==> src/rtl/axi_chk_len_fifo.sv <==
// Small synchronous FIFO holding outstanding AW burst lengths.
// Pointers carry a wrap bit; push while full is accepted only with a pop.
module axi_chk_len_fifo #(
  parameter int DEPTH = 4,
  parameter int WIDTH = 8,
  localparam int PW   = $clog2(DEPTH)
) (
  input  logic             clk,
  input  logic             rst,
  input  logic             push,
  input  logic             pop,
  input  logic [WIDTH-1:0] din,
  output logic [WIDTH-1:0] dout,
  output logic             full,
  output logic             empty,
  output logic [PW:0]      count
);
  logic [PW:0]      wr_ptr_q, wr_ptr_d, rd_ptr_q, rd_ptr_d;
  logic [WIDTH-1:0] mem_q [DEPTH];
  logic [WIDTH-1:0] mem_d [DEPTH];

  assign empty = (wr_ptr_q == rd_ptr_q);
  assign full  = (wr_ptr_q[PW] != rd_ptr_q[PW]) &&
                 (wr_ptr_q[PW-1:0] == rd_ptr_q[PW-1:0]);
  assign count = wr_ptr_q - rd_ptr_q;
  assign dout  = mem_q[rd_ptr_q[PW-1:0]];

  always_comb begin
    mem_d    = mem_q;
    wr_ptr_d = wr_ptr_q;
    rd_ptr_d = rd_ptr_q;
    // At full the write lands in the slot being vacated by the pop.
    if (push && (!full || pop)) begin
      mem_d[wr_ptr_q[PW-1:0]] = din;
      wr_ptr_d = wr_ptr_q + 1'b1;
    end
    if (pop && !empty) rd_ptr_d = rd_ptr_q + 1'b1;
  end

  always_ff @(posedge clk) begin
    if (rst) begin
      wr_ptr_q <= '0;
      rd_ptr_q <= '0;
    end else begin
      wr_ptr_q <= wr_ptr_d;
      rd_ptr_q <= rd_ptr_d;
    end
  end

  always_ff @(posedge clk) mem_q <= mem_d;
endmodule

==> config.mk <==
export PLATFORM = sky130hd
export DESIGN_NAME = axi_chk_len_fifo
export DESIGN_NICKNAME = d
export VERILOG_FILES = /design/src/rtl/axi_chk_len_fifo.sv
export SDC_FILE = /design/constraint.sdc
export NUM_CORES = 1
export LEC_CHECK = 0
export CAP_MARGIN = 20
export CORE_UTILIZATION = 45
export CTS_CLUSTER_DIAMETER = 60
export DETAILED_ROUTE_END_ITERATION = 10
export PLACE_DENSITY = 0.69
export RECOVER_POWER = 100
export SYNTH_ARGS = -nofsm -noshare
export SYNTH_HDL_FRONTEND = slang
export SYNTH_SLANG_ARGS = --single-unit
export TNS_END_PERCENT = 10
==> constraint.sdc <==
create_clock -name clk -period 1.9 [get_ports clk]
set_clock_uncertainty 0.1 [all_clocks]
set_input_delay 0.57 -clock clk [delete_from_list [all_inputs] [get_ports clk]]
set_output_delay 0.57 -clock clk [all_outputs]
set_load 0.01 [all_outputs]
; Word level (Yosys, flattened, before mapping)
; Cells that the tools add are included.
[word_totals]
regBits = 38
out_inout_bits = 13
wordCells = 30
[classes]
bitwise_logic = 2
n_lt_le_gt_ge = 3
n_eq_ne = 3
n_reduce_logical = 7
n_addsub = 3
mux = 6
[ops]
columns = cell, count
row1 = $bwmux W32, 1
row2 = $mux W8, 3
row3 = $bmux W8 S2, 1
row4 = $demux W8 S2, 1
row5 = $add A3 B1 Y3 const B, 2
row6 = $ge A3 B3 Y1 const B, 2
row7 = $not A2 Y3, 2
row8 = $logic_and A1 B1 Y1, 4
row9 = $eq A3 B3 Y1, 1
row10 = $lt A3 B1 Y1 const B, 1
row11 = $sub A3 B3 Y3, 1
row12 = $eq A2 B2 Y1, 1
row13 = $logic_not A1 Y1, 2
row14 = $logic_or A1 B1 Y1, 1
row15 = $ne A1 B1 Y1, 1

; Logic depth before layout (Yosys ltp)
; Gate-level depths: netlist of run 1.
[logic_depth]
word_depth = 6
ltp_mapped = 6
mapped_depth_nobuf = 5

; Worst setup path after synthesis of run 1
; No wires, ideal clock.
[synth_timing]
path_type = register to register
start = register rd_ptr_q[1]
end = register wr_ptr_q[2]
path_buffers = 1
t_arrival_ns = 1.883
slack_ns = -0.205
stages_incl_launch_ff = 7
period_less_slack_ns = 2.105
path_cell_list = dfxtp_1 > clkbuf_1 > inv_1 > ha_1 > nand2_1 > o311a_1 > mux2_4
[synth_between]
elab_chain_len = 5
[synth_rtl]
columns = element, line
row1 = from (decl), 18  ; logic [PW:0] wr_ptr_q, wr_ptr_d, rd_ptr_q, rd_ptr_d;
row2 = from (signal assigned), 46  ; rd_ptr_q <= rd_ptr_d;
row3 = $eq A2 B2 Y1, 24  ; (wr_ptr_q[PW-1:0] == rd_ptr_q[PW-1:0]);
row4 = $logic_and A1 B1 Y1, 23  ; assign full = (wr_ptr_q[PW] != rd_ptr_q[PW]) &&
row5 = $logic_not A1 Y1, 33  ; if (push && (!full || pop)) begin
row6 = $logic_or A1 B1 Y1, 33
row7 = $logic_and A1 B1 Y1, 33
row8 = to (signal assigned), 45  ; wr_ptr_q <= wr_ptr_d;
row9 = to (decl), 18
; No other way between the ends.
; A chain may end at the register's enable or synchronous reset.

; Worst setup path in the final report of run 1
[layout_timing]
start = register rd_ptr_q[0]
end = output dout[5]
[layout_between]
elab_chain_len = 4
[layout_rtl]
columns = element, line
row1 = $not A2 Y3 (implied by the code), 26  ; assign dout = mem_q[rd_ptr_q[PW-1:0]];
row2 = $bmux W8 S2, 26
row3 = $mux W8 (implied by the code) (2 in a row), 26
row4 = to (decl), 13  ; output logic [WIDTH-1:0] dout,
; No other way between the ends. The select of a mux whose other input is x is not followed.

==> results of run 1 <==
placed cells by master (no fill, tap or decap), drive strengths merged, types with 2 or more instances in the layout:
cell type / netlist / layout
and2: 3 / 3
buf: 1 / 30
bufinv: 0 / 2
clkbuf: 2 / 5
clkdlybuf4s50: 0 / 3
dfxtp: 6 / 6
dlygate4sd3: 0 / 8
edfxtp: 32 / 32
ha: 7 / 7
inv: 7 / 7
mux2: 3 / 3
mux4: 8 / 8
nand2: 3 / 3
nor2: 6 / 6
nor2b: 2 / 2
xnor2: 2 / 2
worst paths after layout:
check / start / end / cells past startpoint / slack (ps)
min: rd_ptr_q[1]$_SDFFE_PP0P_ / rd_ptr_q[1]$_SDFFE_PP0P_ / 2 / 470
max reg2reg: rd_ptr_q[1]$_SDFFE_PP0P_ / wr_ptr_q[0]$_SDFFE_PP0P_ / 7 / 20
max: rd_ptr_q[0]$_SDFFE_PP0P_ / dout[5] / 3 / -320
min reg2reg: rd_ptr_q[1]$_SDFFE_PP0P_ / rd_ptr_q[1]$_SDFFE_PP0P_ / 2 / 470
synthesized netlist by cell type:
library cell | n | area share
a211o_1 | 1 | 0.0054
and2_1 | 3 | 0.012
buf_2 | 1 | 0.0031
clkbuf_1 | 2 | 0.0046
dfxtp_1 | 6 | 0.074
edfxtp_1 | 32 | 0.59
fa_1 | 1 | 0.012
ha_1 | 7 | 0.054
inv_1 | 7 | 0.016
mux2_1 | 1 | 0.0070
mux2_2 | 1 | 0.0070
mux2_4 | 1 | 0.0093
mux2i_1 | 1 | 0.0062
mux4_2 | 8 | 0.11
nand2_1 | 3 | 0.0070
nand4_1 | 1 | 0.0039
nor2_1 | 6 | 0.014
nor2b_1 | 2 | 0.0077
o2111ai_1 | 1 | 0.0054
o211ai_1 | 1 | 0.0046
o21a_1 | 1 | 0.0046
o311a_1 | 1 | 0.0062
o31a_1 | 1 | 0.0054
o31ai_1 | 1 | 0.0046
or4_1 | 1 | 0.0046
xnor2_1 | 2 | 0.011
xor2_1 | 1 | 0.0054
what timing repair did:
| action | in CTS | in global routing |
|---|---|---|
| pin swaps | 2 | 1 |
| endpoints found under the setup margin | 32 | 29 |
| gates resized for setup | 69 | 11 |
| gates cloned | 1 | 0 |
| setup buffers | 1 | 0 |
state kept, by name, summed over array words and instances, names as in the netlist:
signal / count
wr_ptr_q: 3
mem_q: 32
rd_ptr_q: 3
area by class of cell:
type	instances	area [sq um]
inverters	7	26.3
fillers	255	1200
clock inverters	3	68.8
repair buffers	42	384
well taps	46	57.6
clock buffers	5	37.5
multi-input cells	46	532
flip-flops and latches	38	1090
per-layer routing:
layer  part of all wire  GRT usage  vias up
met4             0.0088     0.0762        0
met5                  0          0        -
met1               0.41      0.187      483
li1                   -          -      452
met2               0.54      0.289       27
met3              0.048     0.0621        4
worst max-delay path: cells and delay by family, from the launching register on:
kind                   cells  cell delay [ps]
buffers and inverters      2              280
multiplexers               1              520
flip-flops                 1              410
logic make-up (layout without fill, tap and decap cells):
kind of cell             Yosys count  count (layout)  share of synthesized area
flip-flops                        38              38                      0.668
multiplexers                      12              12                      0.141
adder cells (fa/ha/maj)            8               8                     0.0665
XOR/XNOR                           3               3                     0.0162
AO/OA/AOI/OAI                      7               7                     0.0363
buffers and inverters             10              57                     0.0240
AND/OR/NAND/NOR                   16              16                     0.0487
through the flow:
step,cell area [sq um],total power [mW],setup WS [ps]
2_1_floorplan,1620,1.29,-54.3
3_3_place_gp,2030,1.59,-379
3_5_place_dp,2030,1.61,-400
4_1_cts,2140,2.29,-346
5_1_grt,2190,2.46,-380
6_report,2190,2.34,-324
report_power, final:
group	leakage (nW)	switching (mW)	total, mW	internal [mW]
sequential	0.344	0.0269	0.989	0.962
combinational	0.432	0.278	0.668	0.390
clock	0.0554	0.274	0.686	0.412
==> out/results.tsv, run 1 <==
stage	metric	value	unit
final_layout	area delta synth->final	35.5	%
floorplan	Die Span Y	62.0	um
setup_path	WS Path Type	reg2out	
setup_path	crit path DAT	1550	ps
drt	DRT antenna net count	0	
clocking	H-tree depth	2	
drt	Vias	966	
drt	routed len/inst	15.2	um
setup_path	Worst Path Max Fanout	5	
floorplan	die footprint	0.00384	sq mm
clocking	Worst-Skew Late Latency	340	ps
floorplan	Initial Util	0.478	
min_path	worst hold path class	reg2reg	
clocking	buffer depth of the longest clock path	2	
drt	DR vias/cell	5.17	
setup_path	Worst Setup Start Kind	flip-flop	
global_routing	total gr overflow	0	
floorplan	core box area	0.00339	sq mm
final_layout	# nets final	160	
timing	hold slack	469	ps
setup_path	Crit path largest cell delay	520	ps
timing	unrepaired setup endpoints after global routing	yes	
global_routing	largest net degree at the start of global routing	14	
synthesis	Ys Warns	0	
final_layout	layout cells sized above 1	0.433	
synthesis	Post-Syn Instances	94	
setup_path	CP endpoint kind	primary output	
final_layout	fin cells	187	
drt	final WL	2.84	mm
clocking	CTS tree	yes	
final_layout	Final Util	0.647	
timing	fin worst setup slack	-324	ps
placement	dpl cells	177	
global_routing	first-pass GRT wire length	4.33	mm
synthesis	post-synthesis cell area	0.00162	sq mm
setup_path	Critical Path RT	1230	ps
floorplan	die width	62.0	um
drt	first-pass iteration count of the detailed router	4	
status	outcome	finished, violations left	
status	failing checks	setup timing	
synthesis	synth unique cells	27	
final_layout	Ant. Diodes	0	
power	Leak	0.831	nW
synthesis	Avg Cell Area, Syn	17.2	sq um
placement	GPL Wtd Cong	0.768	
setup_path	worst path cell trace	buf_8 > mux4_2 > buf_6	
global_routing	vias in the first global route	934	
timing	final setup TNS	-3420	ps
placement	IO buf count	24	
timing	Final min period	2220	ps
global_routing	initial antenna violation count	0	
power	Peak VDD IR	0.577	mV
synthesis	syn nets	114	
floorplan	top-level I/O count	25	
floorplan	Site Rows	21	
timing	Final Max Slew Viols	0	
clocking	CTS buffer count	5	
clocking	Root Buffer	clkbuf_4	
timing	final setup vio count	12	
clocking	Worst-path clk slew	120	ps
timing	final hold violation count	0	
setup_path	critical path's slowest cell	mux4_2	
timing	Rel. slew slack	0.749	
synthesis	synthesis-stage register bit count	38	
clocking	Hold Buf Count CTS	0	
timing	fin crit share	1.17	
global_routing	gr usage total	0.169	
timing	actual slew at the worst max-slew pin	375	ps
drt	DR iter-0 viols	58	
power	power density over the cells	1070	mW/mm^2
clocking	CTS sink cnt	38	
job	max-cap violation count	0	
drt	Remaining DRCs	0	
synthesis	post-synthesis sequential area ratio	0.668	
placement	DPL Wire Length	2.03	mm
timing	Peak Freq	450	MHz
(Power assumes the default switching activity.)
==> inputs of run 2 (changes only) <==
--- a/config.mk
+++ b/config.mk
@@ -7,8 +7,9 @@
 export LEC_CHECK = 0
 export CAP_MARGIN = 20
+export CORE_ASPECT_RATIO = 1.2
 export CORE_UTILIZATION = 45
 export CTS_CLUSTER_DIAMETER = 60
 export DETAILED_ROUTE_END_ITERATION = 10
-export PLACE_DENSITY = 0.69
+export PLACE_DENSITY = 0.67
 export RECOVER_POWER = 100
 export SYNTH_ARGS = -nofsm -noshare
==> constraint.sdc (replaced) <==
create_clock -name clk -period 2.55 [get_ports clk]
set_clock_uncertainty 0.1 [all_clocks]
set_input_delay 0.765 -clock clk [delete_from_list [all_inputs] [get_ports clk]]
set_output_delay 0.765 -clock clk [all_outputs]
set_load 0.02 [all_outputs]
==> run 2 against run 1 <==
Against the previous run:
- the run ends with DRC left
- clock-buffer cell count increased by 1
- largest power group unchanged
- via count decreased by 4.6%
- worst setup slack better by 380 ps
- core utilization is 4.6 points lower
- die area hardly changed
- routed wire length fell by 3.2%
- largest cell class unchanged
- sequential share of layout area up 3.5 points
- worst hold slack better by 18 ps
==> out/results.tsv, run 2 (synthesis results as in run 1) <==
stage	metric	value	unit
global_routing	vias in the first global route	980	
drt	final WL	2.74	mm
setup_path	Crit path largest cell delay	490	ps
final_layout	most frequent cells in the layout	32 x edfxtp_1, 10 x dlygate4sd3_1, 9 x clkbuf_1	
clocking	Hold Buf Count CTS	0	
power	P_int	1.11	mW
timing	final setup vio count	0	
status	failing checks	DRC	
setup_path	WS Path Type	reg2out	
final_layout	# nets final	156	
setup_path	Worst Setup Start Kind	flip-flop	
timing	Final Max Slew Viols	0	
power	Clock Power Share	0.248	
drt	DR iter-0 viols	13	
setup_path	Critical path buffers and inverters	2	
drt	first-pass iteration count of the detailed router	7	
global_routing	total gr overflow	0	
global_routing	gr usage total	0.170	
power	Sequential Power Share	0.470	
setup_path	worst path cell trace	buf_12 > mux4_2 > dlygate4sd2_1	
timing	unrepaired setup endpoints after global routing	yes	
final_layout	Ant. Diodes	0	
setup_path	critical path's slowest cell	mux4_2	
clocking	CTS buffer count	5	
clocking	H-tree depth	2	
final_layout	Largest regs	mem_q: 32 flops, rd_ptr_q: 3 flops, wr_ptr_q: 3 flops	
setup_path	Worst Path Max Fanout	11	
timing	final hold violation count	0	
timing	fin crit share	0.978	
power	Psw	0.447	mW
placement	IO buf count	24	
power	switch share	0.287	
drt	DRT antenna net count	0	
setup_path	crit path DAT	1630	ps
floorplan	core box area	0.00340	sq mm
floorplan	die footprint	0.00384	sq mm
clocking	CTS sink cnt	38	
timing	Peak Freq	401	MHz
clocking	post-cts sizing count	15	
clocking	Worst-Skew Late Latency	280	ps
final_layout	layout cells sized above 1	0.190	
drt	routed len/inst	15.8	um
final_layout	area delta synth->final	26.0	%
timing	actual slew at the worst max-slew pin	513	ps
timing	Final min period	2490	ps
setup_path	Critical Path RT	1690	ps
floorplan	top-level I/O count	25	
final_layout	commonest non-fill, non-tap cell in the layout	edfxtp_1	
drt	DR vias/cell	5.30	
global_routing	initial antenna violation count	0	
placement	DPL Wire Length	2.08	mm
floorplan	Initial Util	0.477	
final_layout	Largest Register	mem_q	
min_path	worst hold path class	reg2reg	
global_routing	largest net degree at the start of global routing	13	
floorplan	die width	56.8	um
power	power density over the cells	763	mW/mm^2
floorplan	Die Span Y	67.7	um
power	Peak VDD IR	0.485	mV
clocking	Worst-path clk slew	70	ps
placement	GPL Wtd Cong	0.809	
power	Pwr Total	1.56	mW
job	max-cap violation count	0	
drt	Remaining DRCs	8	
power	Leak	0.747	nW
setup_path	CP endpoint kind	primary output	
power	combinational fraction of design power	0.282	
clocking	CTS tree	yes	
floorplan	Site Rows	23	
clocking	setup repair bufs after CTS	0	
clocking	Root Buffer	clkbuf_8	
final_layout	Largest register FFs	32	
status	outcome	finished, violations left	
clocking	buffer depth of the longest clock path	2	
timing	Rel. slew slack	0.658	
timing	hold slack	487	ps
global_routing	first-pass GRT wire length	4.58	mm
setup_path	largest delay contributor family on the critical path	multiplexers	
drt	Vias	922	
-- run 2: cell count changes in the layout (fill, tap and decap cells not counted), sizes merged --
cell	before	now
dlygate4sd2	0	6
bufinv	2	0
clkdlybuf4s50	3	1
buf	30	8
clkbuf	5	15
clkdlybuf4s15	1	4
dlygate4sd3	8	10
clkinv	1	2
-- run 2: worst paths after layout --
kind              cells past startpoint  slack [ps]                      from                       end
setup / recovery                      3          60  rd_ptr_q[0]$_SDFFE_PP0P_                   dout[2]
hold / removal                        2         490  rd_ptr_q[1]$_SDFFE_PP0P_  rd_ptr_q[1]$_SDFFE_PP0P_
setup reg to reg                      7         340  rd_ptr_q[1]$_SDFFE_PP0P_       mem_q[21]$_DFFE_PP_
hold reg to reg                       2         490  rd_ptr_q[1]$_SDFFE_PP0P_  rd_ptr_q[1]$_SDFFE_PP0P_
-- run 2: layout make-up --
| class | count | area [sq um] |
|---|---|---|
| clock buffers | 6 | 72.6 |
| clock inverters | 2 | 10.0 |
| fillers | 294 | 1360 |
| inverters | 7 | 26.3 |
| multi-input cells | 46 | 495 |
| flip-flops and latches | 38 | 1080 |
| well taps | 37 | 46.3 |
| repair buffers | 38 | 308 |
-- run 2: stage by stage --
step                      instances  setup TNS (ps)  setup WS (ps)  utilization  cell area [sq um]
after floorplan                  94               0            126            -               1620
final                           174               0           57.0        0.601               2040
after CTS                       174            -353          -67.7        0.610               2070
after global routing            174           -17.3          -16.1        0.601               2040
after global placement          166               0           7.52        0.588               2000
after detailed placement        166           -54.7          -54.7        0.588               2000
-- run 2: power groups by stage --
stage	Combinational, mW	Clock (mW)	Sequential, mW
after global placement	0.486	0	0.739
after detailed placement	0.497	0	0.743
after global routing	0.482	0.433	0.734
final	0.439	0.387	0.731
after CTS	0.462	0.401	0.729
after floorplan	0.272	0	0.740
-- run 2: tightest hold or removal path, stage by stage (launching register included) --
cell and delay [ps]:
dfxtp_1 320, inv_1 130, o31ai_1 90
-- run 2: layer usage --
layer	vias to the layer above	part of all wire	global-route usage
li1	440	-	-
met3	5	0.038	0.0479
met5	-	0	0
met2	19	0.53	0.302
met1	458	0.41	0.183
met4	0	0.022	0.101
==> inputs of run 3 (changes only) <==
- CORE_ASPECT_RATIO: 1.2 -> unset
==> run 3 against run 2 <==
Against the previous run:
- the run now ends clean
- global-route usage fell by 0.75 points
- worst setup slack better by 27 ps
- sequential power about the same
- design area fell by 0.80%
- critical path depth is 2 higher
- critical path type unchanged
- largest cell class unchanged
- highest routed layer unchanged
==> out/results.tsv, run 3 (synthesis results as in run 1) <==
stage	metric	value	unit
timing	final hold violation count	0	
global_routing	gr usage total	0.163	
timing	Final Max Slew Viols	0	
global_routing	vias in the first global route	884	
floorplan	Site Rows	21	
drt	DRT antenna net count	0	
clocking	CTS tree	yes	
drt	first-pass iteration count of the detailed router	4	
timing	actual slew at the worst max-slew pin	527	ps
floorplan	die footprint	0.00384	sq mm
job	max-cap violation count	0	
timing	hold slack	501	ps
timing	Rel. slew slack	0.649	
power	switch share	0.269	
power	combinational fraction of design power	0.254	
clocking	CTS sink cnt	38	
min_path	worst hold path class	reg2reg	
power	Leak	0.748	nW
clocking	Root Buffer	clkbuf_4	
setup_path	Crit path largest cell delay	520	ps
setup_path	worst path cell trace	inv_1 > ha_1 > inv_1 > fa_2 > clkbuf_2	
placement	IO buf count	24	
power	Sequential Power Share	0.442	
global_routing	initial antenna violation count	0	
placement	Place WS	-13.0	ps
clocking	H-tree depth	2	
setup_path	CP endpoint kind	primary output	
drt	routed len/inst	15.3	um
timing	final setup TNS	0	ps
clocking	setup repair bufs after CTS	0	
final_layout	# nets final	153	
setup_path	crit-path most repeated cell	inv_1	
drt	Vias	914	
setup_path	critical path's slowest cell	fa_2	
final_layout	final instance area	0.00202	sq mm
floorplan	Die Span Y	62.0	um
timing	fin crit share	0.967	
final_layout	layout cells sized above 1	0.276	
placement	placed inst area	0.00202	sq mm
setup_path	Critical path buffers and inverters	3	
floorplan	core box area	0.00339	sq mm
drt	final WL	2.75	mm
power	P_int	1.21	mW
clocking	Hold Buf Count CTS	0	
setup_path	crit path DAT	1600	ps
final_layout	area delta synth->final	25.0	%
final_layout	most frequent cells in the layout	32 x edfxtp_1, 11 x clkbuf_2, 10 x dlygate4sd3_1	
power	Peak VDD IR	0.670	mV
final_layout	fin cells	180	
global_routing	largest net degree at the start of global routing	14	
placement	GPL Wtd Cong	0.786	
timing	Final min period	2470	ps
final_layout	filler cell count	268	
floorplan	Initial Util	0.478	
final_layout	Largest register FFs	32	
status	outcome	finished clean	
final_layout	commonest non-fill, non-tap cell in the layout	edfxtp_1	
placement	dpl cells	172	
drt	Remaining DRCs	0	
power	power density over the cells	814	mW/mm^2
global_routing	total gr overflow	0	
setup_path	Worst Path Max Fanout	2	
clocking	Worst-path clk slew	110	ps
setup_path	Worst Setup Start Kind	flip-flop	
floorplan	top-level I/O count	25	
floorplan	die width	62.0	um
final_layout	Largest Register	mem_q	
drt	DR vias/cell	5.08	
setup_path	WS Path Type	reg2out	
drt	DR iter-0 viols	31	
power	Clock Power Share	0.304	
timing	final setup vio count	0	
clocking	Worst-Skew Late Latency	340	ps
timing	fin worst setup slack	83.7	ps
final_layout	Ant. Diodes	0	
final_layout	Largest regs	mem_q: 32 flops, rd_ptr_q: 3 flops, wr_ptr_q: 3 flops	
timing	unrepaired setup endpoints after global routing	no	
placement	DPL Wire Length	1.88	mm
setup_path	Critical Path RT	1690	ps
global_routing	first-pass GRT wire length	4.14	mm
clocking	CTS buffer count	5	
power	Psw	0.443	mW
timing	Peak Freq	405	MHz
setup_path	largest delay contributor family on the critical path	adder cells	
clocking	buffer depth of the longest clock path	2	
run 3: changes by cell type in the layout (fill, tap and decap cells not counted), sizes merged:
| cell | before | now |
|---|---|---|
| bufinv | 0 | 2 |
| dlygate4sd2 | 6 | 2 |
| buf | 8 | 7 |
| clkinv | 2 | 1 |
| clkdlybuf4s15 | 4 | 0 |
| clkbuf | 15 | 20 |
run 3: power by group through the flow:
stage	Sequential (mW)	Combinational, mW	Clock (mW)
6_report	0.729	0.419	0.501
3_3_place_gp	0.739	0.494	0
3_5_place_dp	0.741	0.502	0
5_1_grt	0.733	0.462	0.535
2_1_floorplan	0.740	0.272	0
4_1_cts	0.728	0.459	0.513
run 3: layout make-up:
type / count / area, sq um / area share
sequential: 38 / 1080 / 0.535
multi-input combinational: 46 / 498 / 0.246
timing repair buffer: 35 / 254 / 0.125
clock inverter: 3 / 68.8 / 0.0340
tap: 46 / 57.6 / 0.0284
clock buffer: 5 / 37.5 / 0.0185
inverter: 7 / 26.3 / 0.0130
run 3: repair_timing:
action,CTS,global route
endpoints found under the setup margin,13,10
resized for setup,18,24
pin swaps,0,1
run 3: worst paths after layout:
| check | from | endpoint | slack [ps] | cells after the start |
|---|---|---|---|---|
| max reg2reg | rd_ptr_q[1]$_SDFFE_PP0P_ | mem_q[15]$_DFFE_PP_ | 320 | 7 |
| max | wr_ptr_q[0]$_SDFFE_PP0P_ | count[1] | 80 | 5 |
| min | rd_ptr_q[1]$_SDFFE_PP0P_ | rd_ptr_q[1]$_SDFFE_PP0P_ | 500 | 2 |
| min reg2reg | rd_ptr_q[1]$_SDFFE_PP0P_ | rd_ptr_q[1]$_SDFFE_PP0P_ | 500 | 2 |
run 3: routing by layer:
layer / up-vias / GRT usage / part of all wire
met3: 5 / 0.0455 / 0.066
met2: 35 / 0.287 / 0.53
met4: 0 / 0.0762 / 0.012
met1: 434 / 0.181 / 0.39
li1: 440 / - / -
met5: - / 0 / 0
run 3: metrics by stage:
stage | power [mW] | util
finish | 1.65 | 0.597
global placement | 1.23 | 0.597
CTS | 1.70 | 0.624
global route | 1.73 | 0.597
floorplan | 1.01 | -
detailed placement | 1.24 | 0.597
run 3: worst register-to-register path, delay by kind of cell, from the launching register on:
family | cells | cell delay, ps
and+or+nand+nor | 2 | 240
AOI/OAI and AO/OA | 1 | 240
adders and majority gates | 1 | 280
DFF | 1 | 360
buffers and inverters | 3 | 650
